===== src/rtl/fetch_loader_ctrl.sv =====
// Fetch-side loader: decodes serial command bytes, writes little-endian instruction words
// into instruction memory, and gates the pipeline with halt / pipeline-reset.
module fetch_loader_ctrl #(
    parameter int unsigned NB_DATA = 32,
    parameter int unsigned NB_ADDR = 8
) (
    input  logic               clk,
    input  logic               i_rst_n,
    input  logic               i_rx_valid,
    input  logic [7:0]         i_rx_data,
    input  logic               i_prog_end,
    output logic               o_we,
    output logic [NB_ADDR-1:0] o_load_addr,
    output logic [NB_DATA-1:0] o_instr_data,
    output logic               o_halt,
    output logic               o_pipe_rst_n,
    output logic               o_load_done,
    output logic               o_cmd_err,
    output logic [2:0]         o_state
);

    localparam int unsigned CNT_W = ((NB_ADDR > 8) ? NB_ADDR : 8) + 1;
    localparam logic [CNT_W-1:0] FULL_CNT = CNT_W'(1) << NB_ADDR;

    localparam logic [7:0] CMD_LOAD = 8'h4C;
    localparam logic [7:0] CMD_RUN  = 8'h52;
    localparam logic [7:0] CMD_STEP = 8'h53;
    localparam logic [7:0] CMD_HALT = 8'h48;

    typedef enum logic [2:0] {
        S_IDLE     = 3'd0,
        S_LD_COUNT = 3'd1,
        S_LD_BYTES = 3'd2,
        S_LD_WRITE = 3'd3,
        S_RUN      = 3'd4,
        S_STEP     = 3'd5
    } state_t;

    state_t             state_q, state_d;
    logic [NB_ADDR-1:0] addr_q, addr_d;
    logic [CNT_W-1:0]   rem_q, rem_d;
    logic [1:0]         byte_cnt_q, byte_cnt_d;
    logic [31:0]        word_q, word_d;
    logic               pend_q, pend_d;
    logic               we_q, we_d;
    logic [NB_ADDR-1:0] load_addr_q, load_addr_d;
    logic [NB_DATA-1:0] instr_q, instr_d;
    logic               halt_q, halt_d;
    logic               pipe_rst_n_q, pipe_rst_n_d;
    logic               done_q, done_d;
    logic               err_q, err_d;
    logic               cmd_valid;
    logic [7:0]         cmd_byte;

    // State and output registers
    always_ff @(posedge clk or negedge i_rst_n) begin
        if (!i_rst_n) begin
            state_q      <= S_IDLE;
            addr_q       <= '0;
            rem_q        <= '0;
            byte_cnt_q   <= '0;
            word_q       <= '0;
            pend_q       <= 1'b0;
            we_q         <= 1'b0;
            load_addr_q  <= '0;
            instr_q      <= '0;
            halt_q       <= 1'b1;
            pipe_rst_n_q <= 1'b0;
            done_q       <= 1'b0;
            err_q        <= 1'b0;
        end else begin
            state_q      <= state_d;
            addr_q       <= addr_d;
            rem_q        <= rem_d;
            byte_cnt_q   <= byte_cnt_d;
            word_q       <= word_d;
            pend_q       <= pend_d;
            we_q         <= we_d;
            load_addr_q  <= load_addr_d;
            instr_q      <= instr_d;
            halt_q       <= halt_d;
            pipe_rst_n_q <= pipe_rst_n_d;
            done_q       <= done_d;
            err_q        <= err_d;
        end
    end

    // Next-state and next-output logic
    always_comb begin
        state_d     = state_q;
        addr_d      = addr_q;
        rem_d       = rem_q;
        byte_cnt_d  = byte_cnt_q;
        word_d      = word_q;
        pend_d      = pend_q;
        load_addr_d = load_addr_q;
        instr_d     = instr_q;
        err_d       = 1'b0;
        cmd_valid   = 1'b0;
        cmd_byte    = 8'h00;

        case (state_q)
            S_IDLE: begin
                // A byte caught during the final write is decoded here first
                cmd_valid = pend_q | i_rx_valid;
                cmd_byte  = pend_q ? word_q[7:0] : i_rx_data;
                pend_d    = 1'b0;
                if (cmd_valid) begin
                    case (cmd_byte)
                        CMD_LOAD: state_d = S_LD_COUNT;
                        CMD_RUN:  state_d = S_RUN;
                        CMD_STEP: state_d = S_STEP;
                        CMD_HALT: state_d = S_IDLE;
                        default:  err_d   = 1'b1;
                    endcase
                end
            end
            S_LD_COUNT: begin
                if (i_rx_valid) begin
                    rem_d      = (i_rx_data == 8'h00) ? FULL_CNT : CNT_W'(i_rx_data);
                    addr_d     = '0;
                    byte_cnt_d = 2'd0;
                    state_d    = S_LD_BYTES;
                end
            end
            S_LD_BYTES: begin
                if (i_rx_valid) begin
                    word_d[{byte_cnt_q, 3'b000} +: 8] = i_rx_data;
                    byte_cnt_d = byte_cnt_q + 2'd1;
                    if (byte_cnt_q == 2'd3) begin
                        load_addr_d = addr_q;
                        instr_d     = NB_DATA'({i_rx_data, word_q[23:0]});
                        state_d     = S_LD_WRITE;
                    end
                end
            end
            S_LD_WRITE: begin
                addr_d = addr_q + NB_ADDR'(1);
                rem_d  = rem_q - CNT_W'(1);
                if (i_rx_valid) begin
                    word_d[7:0] = i_rx_data;
                    byte_cnt_d  = 2'd1;
                    pend_d      = (rem_q == CNT_W'(1));
                end
                state_d = (rem_q == CNT_W'(1)) ? S_IDLE : S_LD_BYTES;
            end
            S_RUN: begin
                if (i_prog_end || (i_rx_valid && (i_rx_data == CMD_HALT))) begin
                    state_d = S_IDLE;
                end
            end
            S_STEP: begin
                state_d = S_IDLE;
            end
            default: begin
                state_d = S_IDLE;
            end
        endcase

        we_d         = (state_d == S_LD_WRITE);
        halt_d       = !((state_d == S_RUN) || (state_d == S_STEP));
        pipe_rst_n_d = !((state_d == S_LD_COUNT) || (state_d == S_LD_BYTES) ||
                         (state_d == S_LD_WRITE));
        done_d       = (state_q == S_LD_WRITE) && (state_d == S_IDLE);
    end

    assign o_we         = we_q;
    assign o_load_addr  = load_addr_q;
    assign o_instr_data = instr_q;
    assign o_halt       = halt_q;
    assign o_pipe_rst_n = pipe_rst_n_q;
    assign o_load_done  = done_q;
    assign o_cmd_err    = err_q;
    assign o_state      = 3'(state_q);

endmodule


===== config.mk =====
export PLATFORM = sky130hd
export DESIGN_NAME = fetch_loader_ctrl
export DESIGN_NICKNAME = d
export VERILOG_FILES = /design/src/rtl/fetch_loader_ctrl.sv
export SDC_FILE = /design/constraint.sdc
export NUM_CORES = 1
export LEC_CHECK = 0
export CELL_PAD_IN_SITES_DETAIL_PLACEMENT = 1
export CELL_PAD_IN_SITES_GLOBAL_PLACEMENT = 2
export CORE_ASPECT_RATIO = 2
export CORE_UTILIZATION = 36
export DETAILED_ROUTE_END_ITERATION = 8
export PLACE_DENSITY_LB_ADDON = 0.1
export SLEW_MARGIN = 20
export SYNTH_ARGS = -nofsm -noshare
export SYNTH_HDL_FRONTEND = slang
export SYNTH_SLANG_ARGS = --single-unit

===== constraint.sdc =====
create_clock -name clk -period 2 [get_ports clk]
set_input_delay 0.6 -clock clk [delete_from_list [all_inputs] [get_ports clk]]
set_output_delay 0.6 -clock clk [all_outputs]
set_load 0.005 [all_outputs]

==> metrics.csv, run 1 <==
stage;metric;value;unit
floorplan;core area;0.0109;mm2
cells_and_area;area added between synthesis and finish;33.5;%
yosys;Seq/Total Area, Yosys;0.569;
placed_design;HPWL after DPL;8810;um
cells_and_area;Nets;459;
clock_network;CTS sink cnt;92;
pwr;Leak;2.40;nW
detailed_routing;Detail Route Antenna Nets;0;
detailed_routing;Vias per Instance;5.38;
critical_path;Worst EP arrival;1350;ps
clock_network;CTS Buffer Depth;2;
cells_and_area;Layout Utilization;0.494;
pwr;power per cell area;1380;mW/mm2
floorplan;die width;77.0;um
clock_network;CTS tree;yes;
yosys;ys async rst share;1.00;
detailed_routing;via count;3146;
sta;Fmax;0.513;GHz
yosys;Synth Area in XOR/XNOR;0.00216;
critical_path;critical path's slowest cell;clkdlybuf4s50_1;
sta;Hold Slack;148;ps
yosys;synthesized area;0.00405;mm2
cells_and_area;Antenna Diode Count;0;
yosys;largest family of logic cells by synthesized area;simple AND/OR/NAND/NOR gates;
sta;Slew Limit Headroom;0.609;
global_route;number of global-route vias before repair;3416;
critical_path;Worst setup EP type;primary output;
sta;max-slew violation count;0;
global_route;All-Layer GR Usage;0.216;
sta;Fin Setup TNS;0;ps
critical_path;CP Launch Type;flop;
yosys;cell taking the most area after synthesis;dfrtp_1;
detailed_routing;Routed WL per cell;19.8;um
cells_and_area;commonest non-fill, non-tap cell in the layout;dfrtp_1;
sta;final worst setup slack;49.5;ps
floorplan;Initial Utilization;0.370;
detailed_routing;DRC errors left;0;
cells_and_area;# fillers;1190;
sta;unrepaired setup endpoints after global routing;no;
yosys;top_reg_cell synth;dfrtp_1;
clock_network;Clock Tree Root;clkbuf_16;
cells_and_area;fin cells;585;
floorplan;DIE AREA;0.0117;mm2
clock_network;Clk pin slew, worst setup/hold paths;70;ps
run_status;status;finished clean;
floorplan;total I/O pin count;60;
sta;Final Setup Violations;0;
sta;final worst path period share;0.975;
global_route;gr ovfl total;0;
yosys;EDFF count, synth;0;
cells_and_area;share of layout cells above drive strength 1;0.254;
yosys;Synth Area in Compound Gates;0.126;
critical_path;CP required;1400;ps
global_route;largest net degree at the start of global routing;38;
yosys;Yosys reg bits;92;
floorplan;Chip Height;152;um
sta;Fin. Hold Viols;0;
yosys;Post-Syn Instances;348;
sta;fin crit period;1950;ps
yosys;Mapped Nets;367;
clock_network;worst skew pair latency;340;ps
critical_path;crit path cell chain;clkdlybuf4s50_1;
yosys;post-synthesis adder-cell area fraction;0.0216;
yosys;area share of the largest cell type after synthesis;0.562;
yosys;ranking of synthesized cells by area;dfrtp_1 (56%), mux2_2 (11%), nand2_1 (4.3%);
critical_path;largest delay contributor family on the critical path;buffers and inverters;
clock_network;CTS H-tree depth;3;
sta;post-route clock skew;5.26;ps
floorplan;Cell Rows;54;
yosys;Yosys warnings;0;
global_route;antenna violations before repair;0;
placed_design;dpl cell area;0.00510;mm2
critical_path;Crit Path Max Fanout;10;
placed_design;Post-Place Cells;568;
cells_and_area;most frequent cells in the layout;dfrtp_1 (88), clkdlybuf4s50_1 (51), nand2_1 (46), mux2_2 (40), buf_4 (37);
min_path;Hold Crit Class;input port to asynchronous set/reset pin;
flow_run;max cap viols;0;
yosys;Mean Syn Cell Area;11.6;um2
cells_and_area;post-route cell area;0.00540;mm2
placed_design;dpl ws;-458;ps
pwr;maximum VDD drop;0.737;mV
pwr;total power;7.45;mW
detailed_routing;initial drt markers;83;
yosys;simple-gate area share of the yosys netlist;0.140;
global_route;first-pass GRT wire length;19100;um
clock_network;cts bufs inserted;9;
yosys;multiplexer share of the synthesized area;0.114;
critical_path;WS Path Type;flop to primary output;
critical_path;Critical Path Max Stage Delay;540;ps
sta;Slew @ Worst Pin;581;ps
yosys;Synth cell types;57;
placed_design;gpl congestion;0.847;
detailed_routing;DRT Pass-1 Iters;4;
critical_path;Buf/Inv on CP;1;
placed_design;IO Port Bufs;59;
detailed_routing;final wirelength;11600;um
[synth_stat cells, types with 2 or more instances]
master	number
o22ai_1	2
and3_1	2
ha_1	7
nor3_1	7
or3b_2	2
nor2b_1	2
a31oi_1	5
dfrtp_1	91
o211ai_1	3
inv_1	8
clkbuf_1	11
o31ai_1	2
nand3b_1	3
nand3_1	6
nand2_1	46
a21oi_1	4
or4_1	2
mux2_2	40
a22oi_1	2
nand4b_1	3
nor2_1	10
nand4_1	5
buf_2	7
nor4_1	4
a22o_1	10
o21ai_0	31
nor4bb_1	3
[metal layers]
metal | vias up | wire, um | GRT usage
li1 | 1456 | - | -
met5 | - | 0 | 0
met3 | 25 | 313 | 0.0372
met4 | 0 | 374 | 0.0979
met2 | 57 | 6750 | 0.416
met1 | 1608 | 4150 | 0.220
[cell type report]
| type | instances | area (um2) | share of cell area |
|---|---|---|---|
| multi-input cells | 229 | 1650 | 0.305 |
| well taps | 140 | 175 | 0.0324 |
| clock inverters | 7 | 58.8 | 0.0109 |
| repair buffers | 100 | 957 | 0.177 |
| inverters | 8 | 30.0 | 0.00556 |
| flip-flops and latches | 92 | 2310 | 0.427 |
| clock buffers | 9 | 225 | 0.0417 |
[path summary, 6_finish.rpt]
check | start | end | slack (ps) | cells after the start
max | o_state[1]$_DFF_PN0_ | o_state[1] | 50 | 1
min | i_rst_n | o_instr_data[3]$_DFFE_PN0P_ | 150 | 1
max reg2reg | rem_q[3]$_DFFE_PN0P_ | o_pipe_rst_n$_DFF_PN0_ | 140 | 4
min reg2reg | word_q[8]$_DFFE_PN0P_ | word_q[8]$_DFFE_PN0P_ | 480 | 2
max in group asynchronous | i_rst_n | o_halt$_DFF_PN1_ | 1290 | 2
min in group clk | word_q[8]$_DFFE_PN0P_ | word_q[8]$_DFFE_PN0P_ | 480 | 2
[cell families (layout without fill, tap and decap cells)]
group | count (synthesis) | in the layout
buffers and inverters | 27 | 124
flip-flops | 92 | 92
AND/OR/NAND/NOR | 105 | 105
XOR/XNOR | 1 | 1
adder cells (fa/ha/maj) | 7 | 7
multiplexers | 41 | 41
AO/OA/AOI/OAI | 75 | 75
[power by group]
group | total, mW | internal (mW) | leakage [nW] | switching (mW)
registers | 3.18 | 2.60 | 1.20 | 0.579
logic | 2.64 | 1.54 | 1.06 | 1.10
clock network | 1.63 | 0.862 | 0.138 | 0.767
total | 7.45 | 5.00 | 2.40 | 2.45
[what timing repair did]
item,4_1_cts,5_1_grt
setup buffers,1,0
gates resized for setup,10,2
pin swaps,3,2
endpoints found under the setup margin,34,3
hold buffers,0,0
gates cloned,0,0
[state kept, by name (all words and copies together), names as in the netlist, 2 cells and up]
| signal | flops |
|---|---|
| o_load_addr | 8 |
| o_state | 3 |
| rem_q | 9 |
| addr_q | 8 |
| word_q | 24 |
| byte_cnt_q | 2 |
| o_instr_data | 32 |
No activity file was read; power rests on OpenSTA's default activity.
==> inputs of run 2 (changes only) <==
Settings changed: TNS_END_PERCENT from default to 1.
==> metrics.csv, run 2 (synthesis results as in run 1) <==
stage;metric;value;unit
pwr;cell-internal power;4.99;mW
global_route;largest net degree at the start of global routing;38;
detailed_routing;Routed WL per cell;19.8;um
clock_network;Clock Tree Root;clkbuf_16;
flow_run;max cap viols;0;
floorplan;Cell Rows;54;
global_route;All-Layer GR Usage;0.215;
pwr;Combinational Power Share;0.351;
pwr;power per cell area;1380;mW/mm2
global_route;M2 GR Usage;0.414;
floorplan;core area;0.0109;mm2
critical_path;Crit Path Max Fanout;10;
cells_and_area;area added between synthesis and finish;33.3;%
detailed_routing;initial drt markers;96;
clock_network;CTS sink cnt;92;
detailed_routing;Vias per Instance;5.37;
sta;Slew Limit Headroom;0.603;
min_path;Hold Crit Class;input port to asynchronous set/reset pin;
global_route;GR met3 Demand/Resource;0.0366;
cells_and_area;Antenna Diode Count;0;
cells_and_area;Layout Utilization;0.493;
detailed_routing;DRT Pass-1 Iters;4;
clock_network;CTS Buffer Depth;2;
pwr;clock share of power;0.219;
critical_path;Worst EP arrival;1350;ps
detailed_routing;final wirelength;11500;um
sta;fin crit period;1950;ps
clock_network;cts bufs inserted;9;
sta;Fmax;0.513;GHz
cells_and_area;share of layout cells above drive strength 1;0.252;
global_route;number of global-route vias before repair;3405;
pwr;Switching Share;0.328;
floorplan;DIE AREA;0.0117;mm2
floorplan;total I/O pin count;60;
detailed_routing;via count;3137;
pwr;Leak;2.40;nW
detailed_routing;Detail Route Antenna Nets;0;
critical_path;CP Launch Type;flop;
clock_network;CTS tree;yes;
critical_path;WS Path Type;flop to primary output;
pwr;Net Switching;2.44;mW
cells_and_area;max FFs per register;32;
critical_path;critical path's slowest cell;clkdlybuf4s50_1;
sta;Slew @ Worst Pin;590;ps
critical_path;CP required;1400;ps
detailed_routing;DRC errors left;0;
sta;final worst path period share;0.974;
run_status;status;finished clean;
placed_design;IO Port Bufs;59;
placed_design;HPWL after DPL;8810;um
cells_and_area;commonest non-fill, non-tap cell in the layout;dfrtp_1;
critical_path;Critical Path Max Stage Delay;540;ps
cells_and_area;most frequent cells in the layout;dfrtp_1 (88), clkdlybuf4s50_1 (50), nand2_1 (46), mux2_2 (40), buf_4 (36);
placed_design;gpl congestion;0.847;
pwr;maximum VDD drop;0.738;mV
global_route;first-pass GRT wire length;19000;um
clock_network;CTS H-tree depth;3;
sta;Final Setup Violations;0;
critical_path;Worst setup EP type;primary output;
sta;unrepaired setup endpoints after global routing;no;
global_route;GR Layer Usage met1;0.220;
sta;post-route clock skew;5.29;ps
floorplan;die width;77.0;um
cells_and_area;Nets;458;
floorplan;Chip Height;152;um
clock_network;Hold-fix buffers, CTS;0;
floorplan;Initial Utilization;0.370;
critical_path;crit path cell chain;clkdlybuf4s50_1;
global_route;gr ovfl total;0;
critical_path;largest delay contributor family on the critical path;buffers and inverters;
global_route;gr busiest metal;met2;
clock_network;worst skew pair latency;340;ps
placed_design;dpl cell area;0.00510;mm2
sta;Fin. Hold Viols;0;
clock_network;Clk pin slew, worst setup/hold paths;70;ps
cells_and_area;post-route cell area;0.00540;mm2
critical_path;Buf/Inv on CP;1;
pwr;Flop pwr share;0.429;
global_route;antenna violations before repair;0;
sta;max-slew violation count;0;
run 2: cell count changes in the layout (fill, tap and decap cells not counted):
cell and change:
clkdlybuf4s50_1 -1, buf_4 -1, dlygate4sd2_1 +1
run 2: repair_timing:
action / in CTS / in global routing
hold endpoints to repair: 0 / 0
pin swaps: 1 / 3
resized for setup: 11 / 2
setup endpoints to repair: 34 / 3
buffers inserted: 0 / 0
run 2: worst reg2reg max path, stage by stage, from the launching register on:
cell      delay [ps]
dfrtp_1          380
or4_4            580
nor3_1           210
nand4b_1         260
a31o_2           320
run 2: final timing paths:
path	startpoint	end	slack, ps	cells after the start
hold reg to reg	word_q[8]$_DFFE_PN0P_	word_q[8]$_DFFE_PN0P_	480	2
min in group clk	word_q[8]$_DFFE_PN0P_	word_q[8]$_DFFE_PN0P_	480	2
setup / recovery	o_state[1]$_DFF_PN0_	o_state[1]	50	1
hold / removal	i_rst_n	o_instr_data[3]$_DFFE_PN0P_	150	1
setup reg to reg	rem_q[3]$_DFFE_PN0P_	o_state[1]$_DFF_PN0_	150	4
max in group asynchronous	i_rst_n	o_halt$_DFF_PN1_	1280	2
run 2: layer usage:
layer  vias to the layer above  share of wire
met2                        57           0.58
met1                      1602           0.36
li1                       1455              -
met3                        23          0.027
met4                         0          0.032
met5                         -              0
run 2: area by class of cell:
class                           count  area (um2)
Clock buffer                        9         225
Clock inverter                      7        58.8
Fill cell                        1191        5550
Inverter                            8        30.0
Multi-Input combinational cell    229        1650
Sequential cell                    92        2310
Tap cell                          140         175
Timing Repair Buffer               99         948
run 2: power by group through the flow:
| stage | Sequential, mW | Combinational, mW | Clock, mW |
|---|---|---|---|
| final | 3.19 | 2.61 | 1.63 |
| after global routing | 3.30 | 2.89 | 1.75 |
| after CTS | 3.21 | 2.66 | 1.67 |
| after detailed placement | 3.24 | 2.65 | 0 |
| after global placement | 3.20 | 2.58 | 0 |
| after floorplan | 3.07 | 1.26 | 0 |
run 2: through the flow:
| stage | setup WS, ps | total power, mW | hold WS, ps | TNS [ps] | instances |
|---|---|---|---|---|---|
| after CTS | 13.2 | 7.55 | 152 | 0 | 584 |
| after global routing | 9.56 | 7.94 | 163 | 0 | 584 |
| after global placement | -427 | 5.78 | 460 | -22740 | 568 |
| after floorplan | 94.1 | 4.33 | 304 | 0 | 348 |
| after detailed placement | -458 | 5.89 | 470 | -25850 | 568 |
| final | 51.8 | 7.43 | 149 | 0 | 584 |
==> inputs of run 3 (changes only) <==
--- a/config.mk
+++ b/config.mk
@@ -9,5 +9,6 @@
 export CELL_PAD_IN_SITES_GLOBAL_PLACEMENT = 2
 export CORE_ASPECT_RATIO = 2
-export CORE_UTILIZATION = 36
+export CORE_UTILIZATION = 37
+export CTS_BUF_LIST = sky130_fd_sc_hd__clkbuf_4
 export DETAILED_ROUTE_END_ITERATION = 8
 export PLACE_DENSITY_LB_ADDON = 0.1
==> constraint.sdc (replaced) <==
create_clock -name clk -period 2 [get_ports clk]
set_input_delay 0.6 -clock clk [delete_from_list [all_inputs] [get_ports clk]]
set_output_delay 0.6 -clock clk [all_outputs]
set_load 0.02 [all_outputs]
==> metrics.csv, run 3 (synthesis results as in run 1) <==
stage;metric;value;unit
run_status;status;finished clean;
critical_path;Worst R2R End;o_pipe_rst_n$_DFF_PN0_;
flow_run;max cap viols;0;
clock_network;CTS Buffer Depth;2;
sta;Final Setup Violations;0;
critical_path;Critical Path End;o_pipe_rst_n$_DFF_PN0_;
critical_path;Worst setup EP type;flop;
critical_path;CP Launch Type;input port;
clock_network;number of post-CTS setup repair buffers;0;
sta;Fmax;0.510;GHz
floorplan;core area;0.0105;mm2
cells_and_area;# fillers;1147;
cells_and_area;area added between synthesis and finish;28.2;%
sta;post-route clock skew;21.4;ps
sta;final worst path period share;0.981;
detailed_routing;initial drt markers;122;
placed_design;HPWL after DPL;8420;um
detailed_routing;Vias per Instance;5.36;
critical_path;CP required;2330;ps
clock_network;Clk pin slew, worst setup/hold paths;150;ps
placed_design;gpl congestion;0.813;
critical_path;Critical Path Max Stage Delay;570;ps
cells_and_area;share of layout cells above drive strength 1;0.243;
sta;max-slew violation count;0;
clock_network;cts bufs inserted;9;
detailed_routing;DRT Pass-1 Iters;4;
cells_and_area;Layout Utilization;0.492;
clock_network;CTS tree;yes;
detailed_routing;Detail Route Antenna Nets;0;
detailed_routing;via count;3104;
global_route;number of global-route vias before repair;3349;
floorplan;Initial Utilization;0.384;
critical_path;FF-to-FF Start;rem_q[3]$_DFFE_PN0P_;
sta;Slew Limit Headroom;0.666;
sta;Hold Slack;26.7;ps
critical_path;Worst Setup SP;i_rx_data[7];
floorplan;Cell Rows;53;
cells_and_area;commonest non-fill, non-tap cell in the layout;dfrtp_1;
clock_network;Clock Tree Root;clkbuf_4;
floorplan;DIE AREA;0.0114;mm2
cells_and_area;most frequent cells in the layout;dfrtp_1 (91), dlygate4sd2_1 (48), nand2_1 (46), mux2_2 (40), buf_4 (32);
detailed_routing;final wirelength;11200;um
sta;unrepaired setup endpoints after global routing;yes;
sta;Fin. Hold Viols;0;
clock_network;CTS H-tree depth;3;
floorplan;total I/O pin count;60;
placed_design;IO Port Bufs;59;
global_route;antenna violations before repair;1;
pwr;maximum VDD drop;0.705;mV
critical_path;crit path cell chain;clkdlybuf4s50_1 -> or4b_4 -> a22o_1 -> o32ai_2 -> a311oi_1;
detailed_routing;Routed WL per cell;19.4;um
global_route;All-Layer GR Usage;0.214;
critical_path;reg2reg setup slack;80;ps
floorplan;die width;76.0;um
sta;fin crit period;1960;ps
detailed_routing;DRC errors left;0;
critical_path;Worst EP arrival;2290;ps
critical_path;WS Path Type;input port to flop;
cells_and_area;max FFs per register;32;
critical_path;Crit Path Max Fanout;3;
critical_path;critical path's slowest cell;or4b_4;
critical_path;R2R depth;4;
floorplan;Chip Height;150;um
clock_network;worst skew pair latency;450;ps
clock_network;Hold-fix buffers, CTS;0;
pwr;power per cell area;1350;mW/mm2
cells_and_area;Nets;455;
min_path;Hold Crit Class;input port to asynchronous set/reset pin;
global_route;first-pass GRT wire length;18300;um
global_route;gr ovfl total;0;
pwr;Leak;2.47;nW
clock_network;CTS sink cnt;92;
sta;Slew @ Worst Pin;496;ps
global_route;largest net degree at the start of global routing;39;
==> run 3: changes by cell type in the layout (fill, tap and decap cells not counted), sizes merged <==
cell and change:
clkinv -2, bufinv +1, clkdlybuf4s50 -41, dlymetal6s2s -1, diode +1, buf -3, clkbuf +1, inv -1
clkinvlp +1, dlygate4sd2 +42
==> run 3: worst max-delay path: cells and delay by family <==
family | cells | cell delay (ps)
compound gates | 3 | 650
simple gates | 1 | 570
buf+inv | 1 | 470
==> run 3: final cells by class <==
| cell class | count | area, um2 | share of cell area |
|---|---|---|---|
| clock inverters | 6 | 71.3 | 0.0137 |
| flip-flops and latches | 92 | 2300 | 0.444 |
| well taps | 137 | 171 | 0.0330 |
| multi-input cells | 229 | 1650 | 0.319 |
| inverters | 8 | 30.0 | 0.00578 |
| repair buffers | 96 | 883 | 0.170 |
| diodes | 1 | 2.50 | 0.000482 |
| clock buffers | 10 | 75.1 | 0.0145 |
==> run 3: metrics by stage <==
stage | power [mW] | TNS (ps) | instances | area [um2] | worst slack [ps]
after floorplan | 4.75 | 0 | 348 | 4050 | 94.1
after global placement | 6.15 | -23000 | 562 | 5090 | -435
after detailed placement | 6.28 | -24290 | 562 | 5090 | -451
after CTS | 7.08 | 0 | 578 | 5170 | 33.0
after global routing | 7.48 | -5.27 | 579 | 5190 | -5.27
final | 6.99 | 0 | 579 | 5190 | 37.5
==> run 3: how the worst min path moves through the flow <==
stage | startpoint | end | slack [ps] | cells past startpoint
after floorplan | i_rst_n | addr_q[0]$_DFFE_PN0P_ | 300 | 0
after global placement | word_q[16]$_DFFE_PN0P_ | word_q[16]$_DFFE_PN0P_ | 460 | 2
after detailed placement | word_q[8]$_DFFE_PN0P_ | word_q[8]$_DFFE_PN0P_ | 470 | 2
after CTS | i_rst_n | o_instr_data[1]$_DFFE_PN0P_ | 0.2 | 1
after global routing | i_rst_n | rem_q[3]$_DFFE_PN0P_ | 20 | 1
final | i_rst_n | o_state[1]$_DFF_PN0_ | 30 | 1
==> run 3: repair_timing <==
item	4_1_cts	5_1_grt
cloned	0	0
endpoints found under the hold margin	0	0
gates resized for setup	48	3
endpoints found under the setup margin	48	5
==> run 3: per-layer routing <==
layer	vias to the layer above	GRT usage	share of wire
met5	-	0	0
met4	0	0.0635	0.011
met3	8	0.0323	0.020
met2	43	0.426	0.59
met1	1610	0.227	0.38
li1	1443	-	-
==> run 3: power breakdown <==
part	internal, mW	total, mW	switching [mW]
clock network	0.406	1.07	0.663
registers	2.59	3.15	0.564
logic	1.25	2.77	1.51
==> patch (settings of run 1) <==
The parameter `NB_DATA` goes from 32 to 48.
--- a/src/rtl/fetch_loader_ctrl.sv
+++ b/src/rtl/fetch_loader_ctrl.sv
@@ -1,7 +1,7 @@
 // Fetch-side loader: decodes serial command bytes, writes little-endian instruction words
 // into instruction memory, and gates the pipeline with halt / pipeline-reset.
 module fetch_loader_ctrl #(
-    parameter int unsigned NB_DATA = 32,
+    parameter int unsigned NB_DATA = 48,
     parameter int unsigned NB_ADDR = 8
 ) (
     input  logic               clk,
Interface: changed (resized o_instr_data); port bits go from 60 to 76. The function was not compared with the original's and may differ.
==> patch against run 1 <==
  * Utilization decreased by 0.69 points
  * Cell area up 1.7%
  * Synthesized cell count up 4.9%
  * Wire length fell by 0.26%
  * Power down 0.21%
  * Sequential cell count unchanged
  * Hold slack gained 47 ps
  * Worst setup slack worse by 4.9 ps
  * Non-clock buffer count increased by 3
  * Via count up 0.76%
  * Synthesized area grew 3.1%
==> patch: results <==
export IMPL_reg2reg_slack_ps=170
export IMPL_crit_fanout=11
export IMPL_ys_seq_area_share_pct=55.20
export IMPL_synth_common_cells="dfrtp_1, nand2_1, mux2_2"
export IMPL_yosysWarnings=0
export IMPL_multi_input_area_mm2=0.001710
export IMPL_drive_gt1_share_pct=24.78
export IMPL_synth_area_top_cells="dfrtp_1, mux2_2, nand2_1, o21ai_0, buf_4"
export IMPL_grt_pass1_wl_um=18700
export IMPL_fillerInstances=1267
export IMPL_synth_compound_area_share_pct=12.26
export IMPL_dp_hpwl_um=8777
export IMPL_async_flop_share_pct=100.0
export IMPL_largest_reg_flops=32
export IMPL_clockBufferDepth=2
export IMPL_outcome="finished, final reports clean"
export IMPL_finalNetCount=478
export IMPL_fin_skew_ps=6.195
export IMPL_grt_pass1_vias=3471
export IMPL_grt_max_degree=32
export IMPL_ir_worst_vdd_v=0.0005854
export IMPL_diodes=0
export IMPL_numCtsBuffers=9
export IMPL_gp_congestion=0.8296
export IMPL_initialDrtViolationCount=134
export IMPL_p_leak_nw=2.472
export IMPL_ys_flop_type="dfrtp_1"
export IMPL_synth_cell_types=59
export IMPL_via_per_inst=5.231
export IMPL_synth_adder_area_share_pct=2.099
export IMPL_grt_total_usage_pct=20.79
export IMPL_synth_xor_area_share_pct=0.2099
export IMPL_clock_latency_ps=350
export IMPL_place_area_mm2=0.005187
export IMPL_muxShareOfSynthArea_pct=11.03
export IMPL_drt_total_wl_um=11560
export IMPL_crit_family="buffers and inverters"
patch: changes by cell type in the layout (fill, tap and decap cells not counted), sizes merged:
cell,before,now
buf,42,45
clkbuf,9,11
clkinv,3,1
conb,0,16
dlygate4sd2,5,4
dlymetal6s2s,2,3
patch: repair_timing:
action	in CTS	in global routing
pin swaps	0	4
endpoints found under the setup margin	9	36
endpoints found under the hold margin	0	0
setup buffers	1	0
resized for setup	9	3
hold buffers	0	0
patch: power by group:
group | internal [mW] | switching [mW]
logic | 1.53 | 1.09
registers | 2.60 | 0.585
clock network | 0.892 | 0.729
patch: layer usage:
metal | routed length, um | vias to the layer above | track usage [%]
met5 | 0 | - | 0
met4 | 303 | 0 | 8.907
met3 | 295 | 24 | 3.835
met2 | 6791 | 55 | 39.89
met1 | 4173 | 1614 | 21.28
li1 | - | 1477 | -
patch: cell families (layout without fill, tap and decap cells):
group | after synthesis | after routing
xor gates and xnor gates | 1 | 1
adders and majority gates | 7 | 7
and+or+nand+nor | 105 | 105
buffers and inverters | 43 | 127
DFF | 92 | 92
other | 1 | 16
muxes | 41 | 41
AOI/OAI and AO/OA | 75 | 75
patch: final timing paths:
check / start / endpoint / cells past startpoint
setup / recovery: o_state[2] / o_state[2] / 1
hold / removal: i_rst_n / word_q[3] / 1
setup reg to reg: rem_q[2] / o_state[1] / 4
hold reg to reg: word_q[8] / word_q[8] / 2
max in group asynchronous: i_rst_n / o_instr_data[23] / 2
min in group clk: word_q[8] / word_q[8] / 2
patch: stage by stage:
step,hold WS (ps),setup TNS (ps),worst slack [ps],instances
after floorplan,304.4,0,94.14,380
after global placement,462.1,-23600,-456.6,589
after detailed placement,467.6,-23620,-468.9,589
after CTS,205.1,0,2.089,606
after global routing,229.0,0,16.93,606
final,195.6,0,44.61,606
patch: cell type report:
class	count	share of cell area, %
tap	142	3.234
sequential	92	41.99
clock inverter	5	0.7743
clock buffer	11	4.418
inverter	8	0.5466
multi-input combinational	245	31.13
timing repair buffer	103	17.90
